### src/rtl/pwm_gen.sv
// PWM generator driven by an external up-counter. The compare values and mode
// are double-buffered in shadow registers that reload only on a period
// boundary (or at once while period==0), so a waveform never changes mid-period.
// The entry edge also primes prev_count, so a stale value from an earlier run
// cannot fake a boundary on the first RUN cycle.
module pwm_gen #(
    parameter int WIDTH = 16
) (
    input  logic             clk,
    input  logic             rst_n,
    input  logic             pwm_en,
    input  logic [WIDTH-1:0] count_val,
    input  logic [WIDTH-1:0] period,
    input  logic [WIDTH-1:0] compare1,
    input  logic [WIDTH-1:0] compare2,
    input  logic [1:0]       functions,
    input  logic             cfg_update,
    output logic             pwm_out,
    output logic             period_done,
    output logic             cfg_pending
);

    typedef enum logic {
        IDLE = 1'b0,
        RUN  = 1'b1
    } state_t;

    state_t           state;
    state_t           state_nxt;

    logic [WIDTH-1:0] sh_cmp1;
    logic [WIDTH-1:0] sh_cmp2;
    logic [1:0]       sh_func;
    logic [WIDTH-1:0] prev_count;

    logic             wave;
    logic             boundary;
    logic             period_zero;
    logic             pwm_nxt;
    logic             done_nxt;
    logic             pending_nxt;
    logic             load_shadow;
    logic             load_prev;

    assign boundary    = (count_val == '0) && (prev_count != '0);
    assign period_zero = (period == '0);

    // Waveform level for the current count, taken from the shadows only.
    always_comb begin
        // NOTE: every output of a combinational block gets a default first so no latch is inferred.
        wave = 1'b0;
        if (sh_func[1]) begin
            wave = (count_val >= sh_cmp1) && (count_val < sh_cmp2);
        end else if (sh_func[0]) begin
            wave = (count_val >= sh_cmp1);
        end else begin
            wave = (count_val < sh_cmp1);
        end
    end

    // State register.
    always_ff @(posedge clk or negedge rst_n) begin
        // NOTE: sequential state uses non-blocking assignments so all registers update together.
        if (!rst_n) begin
            state <= IDLE;
        end else begin
            state <= state_nxt;
        end
    end

    // Next state plus the decisions for the output, reload and pending registers.
    always_comb begin
        state_nxt   = state;
        pwm_nxt     = 1'b0;
        done_nxt    = 1'b0;
        pending_nxt = cfg_pending;
        load_shadow = 1'b0;
        load_prev   = 1'b0;
        case (state)
            IDLE: begin
                if (pwm_en) begin
                    state_nxt   = RUN;
                    load_shadow = 1'b1;
                    pending_nxt = 1'b0;
                    load_prev   = 1'b1;
                end
            end
            RUN: begin
                if (!pwm_en) begin
                    state_nxt = IDLE;
                end else begin
                    load_prev = 1'b1;
                    done_nxt  = boundary;
                    pwm_nxt   = period_zero ? 1'b0 : wave;
                    if ((boundary || period_zero) && (cfg_pending || cfg_update)) begin
                        load_shadow = 1'b1;
                        pending_nxt = 1'b0;
                    end else if (cfg_update) begin
                        pending_nxt = 1'b1;
                    end
                end
            end
            default: state_nxt = IDLE;
        endcase
    end

    // Registered outputs, shadow registers and the previous-count sample.
    always_ff @(posedge clk or negedge rst_n) begin
        // NOTE: the shadows are plain registers, so they are reset here along with everything else.
        if (!rst_n) begin
            pwm_out     <= 1'b0;
            period_done <= 1'b0;
            cfg_pending <= 1'b0;
            sh_cmp1     <= '0;
            sh_cmp2     <= '0;
            sh_func     <= '0;
            prev_count  <= '0;
        end else begin
            pwm_out     <= pwm_nxt;
            period_done <= done_nxt;
            cfg_pending <= pending_nxt;
            if (load_shadow) begin
                sh_cmp1 <= compare1;
                sh_cmp2 <= compare2;
                sh_func <= functions;
            end
            if (load_prev) begin
                prev_count <= count_val;
            end
        end
    end

endmodule

### config.mk
export PLATFORM = sky130hd
export DESIGN_NAME = pwm_gen
export DESIGN_NICKNAME = d
export VERILOG_FILES = /design/src/rtl/pwm_gen.sv
export SDC_FILE = /design/constraint.sdc
export NUM_CORES = 1
export LEC_CHECK = 0
export ABC_AREA = 1
export CORE_ASPECT_RATIO = 0.5
export CORE_MARGIN = 1
export CORE_UTILIZATION = 56
export CTS_BUF_LIST = sky130_fd_sc_hd__clkbuf_2 sky130_fd_sc_hd__clkbuf_4 sky130_fd_sc_hd__clkbuf_8
export CTS_CLUSTER_SIZE = 8
export DETAILED_ROUTE_END_ITERATION = 16
export HOLD_SLACK_MARGIN = 0.08
export PLACE_DENSITY = 0.95
export SLEW_MARGIN = 30
export SYNTH_ARGS = -nofsm -noshare
export SYNTH_HDL_FRONTEND = slang
export SYNTH_SLANG_ARGS = --single-unit
### constraint.sdc
create_clock -name clk -period 2.7 [get_ports clk]
set_clock_uncertainty 0.15 [all_clocks]
set_input_delay 0.405 -clock clk [delete_from_list [all_inputs] [get_ports clk]]
set_output_delay 0.405 -clock clk [all_outputs]
set_load 0.02 [all_outputs]
==> qor.yml <==
max_freq_ghz: 0.4632
synth_nets: 512
clock_tree.root_cell: "clkbuf_8"
grt_max_degree: 36
hold_viol: 0
drv_cap: 0
reg2reg_setup_slack_ns: 0.80
via_count: 2897
grt_pass1_vias: 2604
setup_viol: 0
drive_above_1_share_pct: 3.926
clkTransAtPathRegs_ns: 0.10
wl_mm: 7.550
ys_seq_elements: 54
syn_area_mm2: 0.003139
ys_warn_count: 0
nFillCells: 338
syn2layout_area_growth_pct: 27.38
core_area_mm2: 0.005157
dp.cells: 545
cts_buffers: 5
fin_crit_ns: 2.159
diodes: 0
worstPathRequired_ns: 2.80
rows: 18
min_to: "sh_cmp2[2]"
avgRoutedWirePerCell_um: 13.63
seq_area_frac_synth_pct: 43.05
regToRegEndpoint: "pwm_out"
drcViolationCount: 0
grt_overflow: 0
r2r_start: "sh_cmp1[15]"
dieArea_mm2: 0.005928
utilization_pct: 77.54
mostFrequentLayoutCell: "nand2_1"
drt_iter0_markers: 243
worstPathArrival_ns: 2.26
setup_tns_ns: 0
die_y_um: 54.95
tightest_slew_ns: 0.6306
p_leak_nw: 2.093
status: "finished, final reports clean"
netlist-cell-type-count: 20
vias_per_cell: 5.229
cts_sinks: 54
cts_tree: "done"
grt.total_usage_pct: 27.53
reg2reg_depth: 12
htree_levels: 2
grt_antenna_before_repair: 0
slew_headroom_pct: 57.96
maxSlewViolCount: 0
crit_path_max_fanout: 4
layout.nets: 584
min_from: "sh_cmp2[2]"
postCtsResizedCells: 0
worstSetupPathType: "in -> reg"
rsz0062_at_grt: "false"
layout_common_cells: "nand2_1 (131), clkdlybuf4s50_1 (70), inv_1 (60)"
end_kind: "register"
design_area_mm2: 0.003999
start_util_pct: 60.87
hold_path.class: "reg -> reg"
gp_congestion: 0.8879
avgSynthCellArea_um2: 7.638
crit_chain: "clkdlybuf4s50_1 -> ha_1 -> nand2_1 -> nor2_1 -> and2_1 -> inv_1 -> nor2_1 -> nand3b_1 -> nand2_1 -> nand2_1 -> nand2_1 -> nor2_1"
max_stage_delay_ns: 0.52
io_buffers: 72
clk_latency_ns: 0.31
io_pins: 73
finalCritPeriodShare_pct: 79.96
cp_top_family: "simple AND/OR/NAND/NOR gates"
dpl.hpwl_mm: 5.748
path_buf_inv: 2
clockBufferDepth: 2
total_power_mw: 1.935
dpl_cell_area_mm2: 0.003894
power_density_mw_per_mm2: 483.8
chipWidth_um: 107.9
ant_nets: 0
whs_path_depth: 2
postCtsHoldBufs: 1
grt_pass1_wl_mm: 12.06
syn-instance-count: 411
worst_setup_path_start_kind: "input port"
crit_slowest_cell: "clkdlybuf4s50_1"
cp_common_cell: "nand2_1"
finalNonFillerCells: 554
max-vdd-ir-drop_uv: 408.6
postCtsSetupRepairBufs: 0
firstDrtPassIters: 5
synthesized netlist by cell type, drive strengths merged:
cell type,instances,area [um^2]
a21o,1,7.510
a21oi,16,80.08
and2,1,6.260
buf,9,70.06
clkbuf,5,18.77
dfrtp,54,1351
ha,31,387.9
inv,60,225.2
nand2,133,514.2
nand3,37,185.2
nand3b,1,7.510
nand4,7,43.79
nor2,34,127.6
nor3,2,10.01
o21ai,20,103.9
per-layer routing:
| layer | global-route usage, % | vias up | part of all wire [%] |
|---|---|---|---|
| li1 | - | 1436 | - |
| met1 | 37.94 | 1322 | 46 |
| met2 | 44.98 | 124 | 44 |
| met3 | 5.855 | 15 | 8.5 |
| met4 | 8.219 | 0 | 1.5 |
| met5 | 0 | - | 0 |
per-stage QoR:
stage          setup WS (ns)  hold slack [ns]
2_1_floorplan          1.056         -0.04059
3_3_place_gp          0.3931           0.2977
3_5_place_dp          0.2921           0.2964
4_1_cts               0.6104           0.3317
5_1_grt               0.3751           0.3438
6_report              0.5410           0.3273
sequential cells by signal (all words and copies together) (netlist names):
register and flops:
cfg_pending 1, period_done 1, prev_count 16, pwm_out 1
sh_cmp1 16, sh_cmp2 16, sh_func 2, state 1
power by group:
group / total [mW] / leakage (nW) / internal [mW] / switching [mW]
clock network: 0.480 / 0.0517 / 0.218 / 0.262
logic: 0.513 / 1.38 / 0.235 / 0.278
registers: 0.942 / 0.666 / 0.896 / 0.0456
total: 1.93 / 2.09 / 1.35 / 0.586
cells by family after synthesis:
| family | Yosys count | share of synthesized area [%] |
|---|---|---|
| simple gates | 215 | 28.50 |
| flops | 54 | 43.05 |
| fa+ha+maj | 31 | 12.36 |
| buf+inv | 74 | 10.00 |
| compound gates | 37 | 6.098 |
worst max path at each step:
stage / start / to / slack (ns) / cells past startpoint
2_1_floorplan: count_val[11] / pwm_out / 1.06 / 9
4_1_cts: count_val[15] / pwm_out / 0.61 / 12
6_report: count_val[15] / pwm_out / 0.54 / 12
3_5_place_dp: count_val[8] / sh_cmp2[6] / 0.29 / 11
3_3_place_gp: count_val[1] / sh_cmp2[10] / 0.39 / 11
5_1_grt: count_val[15] / pwm_out / 0.38 / 12
area by class of cell:
type | count | area (um^2) | share of cell area [%]
clock inverter | 1 | 5.005 | 0.1252
sequential | 54 | 1351 | 33.79
timing repair buffer | 79 | 765.7 | 19.15
multi-input combinational | 283 | 1474 | 36.86
inverter | 60 | 225.2 | 5.632
clock buffer | 7 | 90.09 | 2.253
tap | 70 | 87.58 | 2.190
worst register-to-register path, cell delays in order, from the launching register on:
cell,delay [ns]
dfrtp_1,0.36
inv_1,0.06
ha_1,0.29
nand2_1,0.07
nor2_1,0.12
and2_1,0.15
inv_1,0.05
nor2_1,0.16
nand3b_1,0.15
nand2_1,0.05
nand2_1,0.06
nand2_1,0.06
nor2_1,0.10
Power figures use the tool's default switching activity.
